--- config.mk ---
export PLATFORM = sky130hd
export DESIGN_NAME = hough_pixel_reader
export DESIGN_NICKNAME = d
export VERILOG_FILES = /design/src/rtl/hough_pixel_reader.sv
export SDC_FILE = /design/constraint.sdc
export NUM_CORES = 1
export LEC_CHECK = 0
export CORE_MARGIN = 5
export CORE_UTILIZATION = 58
export DETAILED_ROUTE_END_ITERATION = 12
export PLACE_DENSITY = 0.9
export SLEW_MARGIN = 20
export SYNTH_ARGS = -nofsm -noshare
export SYNTH_HDL_FRONTEND = slang
export SYNTH_SLANG_ARGS = --single-unit
--- constraint.sdc ---
create_clock -name clk -period 5.4 [get_ports clk]
set_input_delay 1.35 -clock clk [delete_from_list [all_inputs] [get_ports clk]]
set_output_delay 1.35 -clock clk [all_outputs]
set_load 0.01 [all_outputs]
--- src/rtl/hough_pixel_reader.sv ---
// rtl/hough_pixel_reader.sv - row-major BRAM scan emitting coordinates of pixels at or above a threshold
// Optional edge counter output enabled by defining HOUGH_READER_CNT_EN.
module hough_pixel_reader (
  input  logic        clk,
  input  logic        rst,
  input  logic        start,
  input  logic [8:0]  width_i,
  input  logic [8:0]  height_i,
  input  logic [7:0]  threshold,
  output logic        ready,
  output logic [16:0] bram_addr_o,
  output logic        bram_en_o,
  input  logic [7:0]  bram_data_i,
  output logic        pix_valid_o,
  input  logic        pix_ready_i,
  output logic [8:0]  pix_x_o,
  output logic [8:0]  pix_y_o,
  output logic        done_o
`ifdef HOUGH_READER_CNT_EN
  ,
  output logic [17:0] edge_cnt_o
`endif
);

  typedef enum logic [2:0] {
    S_IDLE,
    S_FETCH,
    S_CMP,
    S_EMIT,
    S_DONE
  } state_t;

  state_t      state;
  state_t      state_nxt;

  logic [8:0]  width_r;
  logic [8:0]  height_r;
  logic [7:0]  thr_r;
  logic [8:0]  x;
  logic [8:0]  y;
  logic [16:0] addr;

  logic        accept;
  logic        hit;
  logic        advance;
  logic        x_last;
  logic        last_pix;

  assign x_last   = (x == width_r - 9'd1);
  assign last_pix = x_last && (y == height_r - 9'd1);

  assign ready       = (state == S_IDLE);
  assign bram_en_o   = (state == S_FETCH);
  assign pix_valid_o = (state == S_EMIT);
  assign done_o      = (state == S_DONE);
  assign bram_addr_o = addr;

  always_ff @(posedge clk or posedge rst) begin
    if (rst) begin
      state <= S_IDLE;
    end else begin
      state <= state_nxt;
    end
  end

  always_comb begin
    state_nxt = state;
    accept    = 1'b0;
    hit       = 1'b0;
    advance   = 1'b0;
    case (state)
      S_IDLE: begin
        if (start) begin
          accept    = 1'b1;
          state_nxt = (width_i != 9'd0 && height_i != 9'd0) ? S_FETCH : S_DONE;
        end
      end
      S_FETCH: state_nxt = S_CMP;
      S_CMP: begin
        if (bram_data_i >= thr_r) begin
          hit       = 1'b1;
          state_nxt = S_EMIT;
        end else begin
          advance = 1'b1;
        end
      end
      S_EMIT: begin
        if (pix_ready_i) advance = 1'b1;
      end
      S_DONE: state_nxt = S_IDLE;
      default: state_nxt = S_IDLE;
    endcase
    if (advance) state_nxt = last_pix ? S_DONE : S_FETCH;
  end

  // Address is a plain counter; oversized images simply wrap at 2^17.
  always_ff @(posedge clk or posedge rst) begin
    if (rst) begin
      width_r  <= 9'd0;
      height_r <= 9'd0;
      thr_r    <= 8'd0;
      x        <= 9'd0;
      y        <= 9'd0;
      addr     <= 17'd0;
      pix_x_o  <= 9'd0;
      pix_y_o  <= 9'd0;
    end else begin
      if (accept) begin
        width_r  <= width_i;
        height_r <= height_i;
        thr_r    <= threshold;
        x        <= 9'd0;
        y        <= 9'd0;
        addr     <= 17'd0;
      end
      if (hit) begin
        pix_x_o <= x;
        pix_y_o <= y;
      end
      if (advance && !last_pix) begin
        addr <= addr + 17'd1;
        if (x_last) begin
          x <= 9'd0;
          y <= y + 9'd1;
        end else begin
          x <= x + 9'd1;
        end
      end
    end
  end

`ifdef HOUGH_READER_CNT_EN
  always_ff @(posedge clk or posedge rst) begin
    if (rst) begin
      edge_cnt_o <= 18'd0;
    end else if (accept) begin
      edge_cnt_o <= 18'd0;
    end else if (state == S_EMIT && pix_ready_i) begin
      edge_cnt_o <= edge_cnt_o + 18'd1;
    end
  end
`endif

endmodule

==> flow_summary.toml <==
[run_status]
status = "finished clean"

[power_and_ir_drop]
ir_drop_uv = 264
power_mw = 2.55
power_leakage_nw = 2.36
powerDensity_nw_per_um2 = 451

[die]
die_area_um2 = 9830
rows = 32
start_util_pct = 59.7
core-area_um2 = 7730
chipWidth_um = 99.1
die_h_um = 99.1
io_pins = 77

[global_route]
grt_overflow_total = 0
grt_max_degree = 44
antenna_found_initial = 0
grt_util_met3_pct = 4.42
grt.total_usage_pct = 23.7
use_met1_pct = 30.1
grt_pass1_vias = 3964
grtUsageMet2_pct = 39.9
busiest_layer = "met2"
grt_pass1_wl_um = 19000

[clocking]
cts_tree = "yes"
cts_buffers = 9
path_clk_slew_ps = 80
cts_buffer_depth = 2
insertion_delay_ps = 370
clkSinkCount = 82
clockRootBuffer = "clkbuf_8"
htree_levels = 3
hold_buffers = 0
cts.repair.resized = 0
post-cts-setup-buffers = 0

[yosys]
ys_seq_area_share_pct = 44.5
yosysWarnings = 0
synthDistinctLibCells = 60
synth_edf_count = 0
synth_top_area_share_pct = 44.5
syn_inst = 460
syn_area_per_cell_um2 = 10.0
syn-cell-area_um2 = 4610
async_reset_ff_share_pct = 100
ys.flop_type = "dfrtp_1"
synth_nets = 511
synth_most_common_cell = "dfrtp_1"
ys_seq_elements = 82
synth_area_leaders = "dfrtp_1 (45%), mux2_2 (8.6%), nand2_1 (3.9%)"
yosys-top-cells-count = "dfrtp_1 (82), nand2_1 (48), mux2_2 (35)"
yosys.area.top_type = "dfrtp_1"

[route]
firstDrtPassIters = 5
drtIter0Drc = 274
post-route-drc-count = 0
drt-total-wl_um = 11300
vias_per_cell = 6.04
wl_per_cell_um = 17.7
ant_nets = 0
via_count = 3868

[cells_and_area]
nets = 584
utilization_pct = 73.2
drive_gt1_share_pct = 13.6
final_cell_count_no_fill = 640
diodes = 0
area_delta_synth_final_pct = 22.7

[placement]
place_inst = 624
hpwl_um = 8070
io_buffer_count = 76
gp_routability_congestion = 0.894

[setup_path]
crit_chain = "clkdlybuf4s50_1 > inv_1 > ha_1 > nand2b_1 > a21o_1 > a211o_1 > a2111o_1 > a211oi_2 > a41oi_1 > a31oi_1"
r2r_cells = 8
required_ps = 5690
start_kind = "primary input"
critPathTopFamily = "compound AO/OA/AOI/OAI gates"
critPathBufInv = 2
r2r-start = "width_r[2]"
endpoint_kind = "flop"
critPathKind = "in2reg"
r2r_end = "x[4]"
cp_data_arrival_time_ps = 4500
worst-r2r-setup-slack_ps = 1990
critPathMaxStageDelay_ps = 850
slowest_stage = "a211oi_2"
cp_max_fo = 16

[sta]
drv_slew = 0
max_freq_mhz = 237
fin_worst_skew_ps = 5.97
finalCritPeriodShare_pct = 78.0
hold_viol_final = 0
maxSlewHeadroom_pct = 29.0
whs_ps = 515
worst_pin_slew_ps = 1060
tns_ps = 0
setup_viol = 0
min_period_ps = 4210
rsz0062_at_grt = "false"

[hold_path]
hp-start = "pix_y_o[3]"
min_path_cells = 1
worstHoldEndpoint = "pix_y_o[3]"
hold_class = "reg2reg"

[run]
maxCapViolCount = 0
## cells in the final DEF (no fill, tap or decap), types with 11 or more instances in the layout
master / n
o21ai_0: 24
clkdlybuf4s50_1: 76
nor2_1: 15
nand2b_1: 11
ha_1: 13
clkbuf_8: 11
dfrtp_1: 82
nand2_1: 48
nor3_1: 17
inv_1: 25
xnor2_1: 12
xor2_1: 13
nand3_1: 20
mux2_2: 35
## flip-flops by register name (all words and copies together), names as in the netlist
signal and flops:
bram_addr_o 17, height_r 9, pix_x_o 9, pix_y_o 9, state 3, thr_r 8, width_r 9, x 9
y 9
## per-stage QoR
step | cell area, um^2 | worst slack (ps)
after floorplan | 4610 | 1520
after global placement | 5450 | 968
after detailed placement | 5450 | 870
after CTS | 5650 | 1220
after global routing | 5650 | 966
final | 5650 | 1190
## power by group
group | internal [mW] | leakage [nW] | switching (mW)
registers | 0.782 | 1.08 | 0.207
logic | 0.521 | 1.19 | 0.572
clock network | 0.238 | 0.0986 | 0.232
## how the worst max path moves through the flow
stage | to | cells past startpoint | from
finish | x[8] | 10 | bram_data_i[0]
global route | x[6] | 10 | bram_data_i[0]
CTS | x[6] | 10 | bram_data_i[0]
detailed placement | x[6] | 10 | bram_data_i[0]
global placement | x[6] | 10 | bram_data_i[0]
floorplan | y[2] | 10 | bram_data_i[0]
## metal layers
layer / wire (um) / share of wire (%)
met2: 5660 / 50
met4: 241 / 2.1
met5: 0 / 0
met1: 4890 / 43
met3: 507 / 4.5
## cell type report
class                           count  area [um^2]
Fill cell                         532         2070
Clock buffer                       12          155
Timing Repair Buffer               81          798
Clock inverter                      4         50.0
Inverter                           26         98.8
Tap cell                          102          128
Multi-Input combinational cell    333         2370
Sequential cell                    82         2050
## cells by family after synthesis
logic type      count (synthesis)  share of synthesized area (%)
compound gates                 96                           15.6
xor+xnor                       25                           4.75
fa+ha+maj                      13                           3.53
buf+inv                        45                           4.13
flops                          82                           44.5
mux                            38                           9.20
simple gates                  161                           18.3
Power figures use the tool's default switching activity.
==> RTL edit: new RTL, config.mk and constraints unchanged <==
The option `HOUGH_READER_CNT_EN` is turned on by a define.
--- a/src/rtl/hough_pixel_reader.sv
+++ b/src/rtl/hough_pixel_reader.sv
@@ -2,2 +2,4 @@
 // Optional edge counter output enabled by defining HOUGH_READER_CNT_EN.
+`define HOUGH_READER_CNT_EN
+
 module hough_pixel_reader (
Function (old outputs only; new: edge_cnt_o): kept (equiv_simple and equiv_induct, registers matched by name and starting in step).
==> RTL edit against the original RTL <==
Total power rose by 11%; final area up 19%; setup slack better by 44 ps; combinational power grew 8%; area after synthesis is 19% higher; global-route usage about the same; critical endpoint is now y[6]$_DFF_PP0_; wire length grew 16%; critical path depth shrank 1; clock power is 6.0% higher; sequential cell count grew 18.
==> RTL edit: results (changes against the original RTL) <==
| Metric | Value |
|---|---|
| Worst-case setup slack after placement | 887 ps (was 870 ps) |
| Critical path's largest stage delay | 590 ps (was 850 ps) |
| Origin of the worst min-delay path | pix_x_o[8]$_DFFE_PP0P_ (was pix_y_o[3]$_DFFE_PP0P_) |
| Compound-gate portion of the synthesized area | 11.1% (was 15.6%) |
| Arithmetic-cell share of the synthesized area counting full adders, half adders and majority gates | 3.19% (was 3.53%) |
| Run status | complete, no violations (unchanged) |
| Non-filler instance count after layout | 811 (was 640) |
| Initial drt markers | 224 (was 274) |
| Nets in the synthesized netlist | 647 (was 511) |
| Maximum number of pins on one net before global-route repair | 77 (was 44) |
| LEAKAGE | 3.03 nW (was 2.36 nW) |
| Post-route clock skew | 14.6 ps (was 5.97 ps) |
| Number of port buffers | 94 (was 76) |
| Largest cells by area after synthesis | sky130_fd_sc_hd__dfrtp_1 46%, sky130_fd_sc_hd__nand2_1 6.1%, sky130_fd_sc_hd__xor2_1 4.1%, sky130_fd_sc_hd__mux2_2 3.9%, sky130_fd_sc_hd__nand3_1 3.6% (was sky130_fd_sc_hd__dfrtp_1 45%, sky130_fd_sc_hd__mux2_2 8.6%, sky130_fd_sc_hd__nand2_1 3.9%, sky130_fd_sc_hd__ha_1 3.5%, sky130_fd_sc_hd__o21ai_0 2.6%) |
| Mean post-synth cell area | 9.23 um^2 (was 10.0 um^2) |
| Xor and xnor fraction of the mapped netlist area | 6.54% (was 4.75%) |
| RR Endpoint | bram_addr_o[3]$_DFFE_PP0P_ (was x[4]$_DFFE_PP0P_) |
| Number of fillers in the final layout | 722 (was 532) |
| Proportion of layout cells with a drive suffix above 1 | 8.65% (was 13.6%) |
| Number of distinct library cells after synthesis | 57 (was 60) |
| Sequential fraction of the synthesis area | 45.6% (was 44.5%) |
| Max FFs per register | 18 (was 17) |
| Total instance count after detailed placement | 795 (was 624) |
| Reg-to-Reg Start | height_r[0]$_DFFE_PP0P_ (was width_r[2]$_DFFE_PP0P_) |
| First-pass GRT wire length | 22400 um (was 19000 um) |
| Critical-path cell with the highest stage delay | sky130_fd_sc_hd__a2111o_1 (was sky130_fd_sc_hd__a211oi_2) |
| Largest vdd supply drop | 0.272 mV (was 0.264 mV) |
| First-pass detailed-route iteration total | 4 (was 5) |
| Overall fraction of global-route tracks in use | 23.7% (about the same) |
RTL edit: cell count changes after synthesis, moves of 11 or more:
cell | before | now
sky130_fd_sc_hd__xor2_1 | 13 | 26
sky130_fd_sc_hd__and3_1 | 4 | 15
sky130_fd_sc_hd__nor2_1 | 15 | 50
sky130_fd_sc_hd__nand3_1 | 20 | 39
sky130_fd_sc_hd__dfrtp_1 | 82 | 100
sky130_fd_sc_hd__nand2_1 | 48 | 89
sky130_fd_sc_hd__mux2_2 | 35 | 19
RTL edit: worst max path at each step:
stage	from	end	slack, ps	cells past startpoint
2_1_floorplan	rst	bram_addr_o[0]$_DFFE_PP0P_	1430	1
4_1_cts	bram_data_i[6]	y[6]$_DFF_PP0_	1270	9
3_5_place_dp	bram_data_i[6]	y[6]$_DFF_PP0_	890	9
6_report	bram_data_i[6]	y[6]$_DFF_PP0_	1230	9
5_1_grt	bram_data_i[6]	y[5]$_DFF_PP0_	1100	9
3_3_place_gp	bram_data_i[6]	y[6]$_DFF_PP0_	1000	9
RTL edit: power groups by stage:
stage / registers, mW / logic [mW] / clock network (mW)
finish: 1.15 / 1.18 / 0.498
global route: 1.18 / 1.31 / 0.540
CTS: 1.15 / 1.18 / 0.507
detailed placement: 1.16 / 1.17 / 0
global placement: 1.14 / 1.11 / 0
floorplan: 1.11 / 0.797 / 0
RTL edit: cell type report:
type / count / area (um^2) / area share (%)
Clock inverter: 6 / 68.8 / 1.02
Inverter: 22 / 85.1 / 1.27
Sequential cell: 100 / 2500 / 37.2
Tap cell: 129 / 161 / 2.40
Multi-Input combinational cell: 445 / 2790 / 41.5
Timing Repair Buffer: 99 / 978 / 14.6
Clock buffer: 10 / 138 / 2.05
RTL edit: cell families (layout without fill, tap and decap cells):
logic type | Yosys count | in the layout
DFF | 100 | 100
adders and majority gates | 14 | 14
AOI/OAI and AO/OA | 86 | 86
xor gates and xnor gates | 41 | 41
buffers and inverters | 50 | 137
and+or+nand+nor | 283 | 283
muxes | 21 | 21
RTL edit: worst max-delay path: cells and delay by family:
| kind | cells | cell delay, ps |
|---|---|---|
| simple gates | 4 | 1250 |
| fa+ha+maj | 1 | 320 |
| buf+inv | 1 | 420 |
| compound gates | 3 | 1090 |
RTL edit: stage by stage:
stage	hold slack [ps]	cell area, um^2	total power [mW]
after floorplan	450	5490	1.91
after global placement	470	6520	2.26
after detailed placement	496	6520	2.33
after CTS	519	6720	2.84
after global routing	541	6720	3.03
final	511	6720	2.83
RTL edit: per-layer routing:
layer,track usage [%],part of all wire [%],vias to the layer above
met5,0,0,-
met4,7.58,2.0,0
met3,4.50,4.6,25
met2,42.0,53,132
met1,29.1,40,2312
li1,-,-,2260
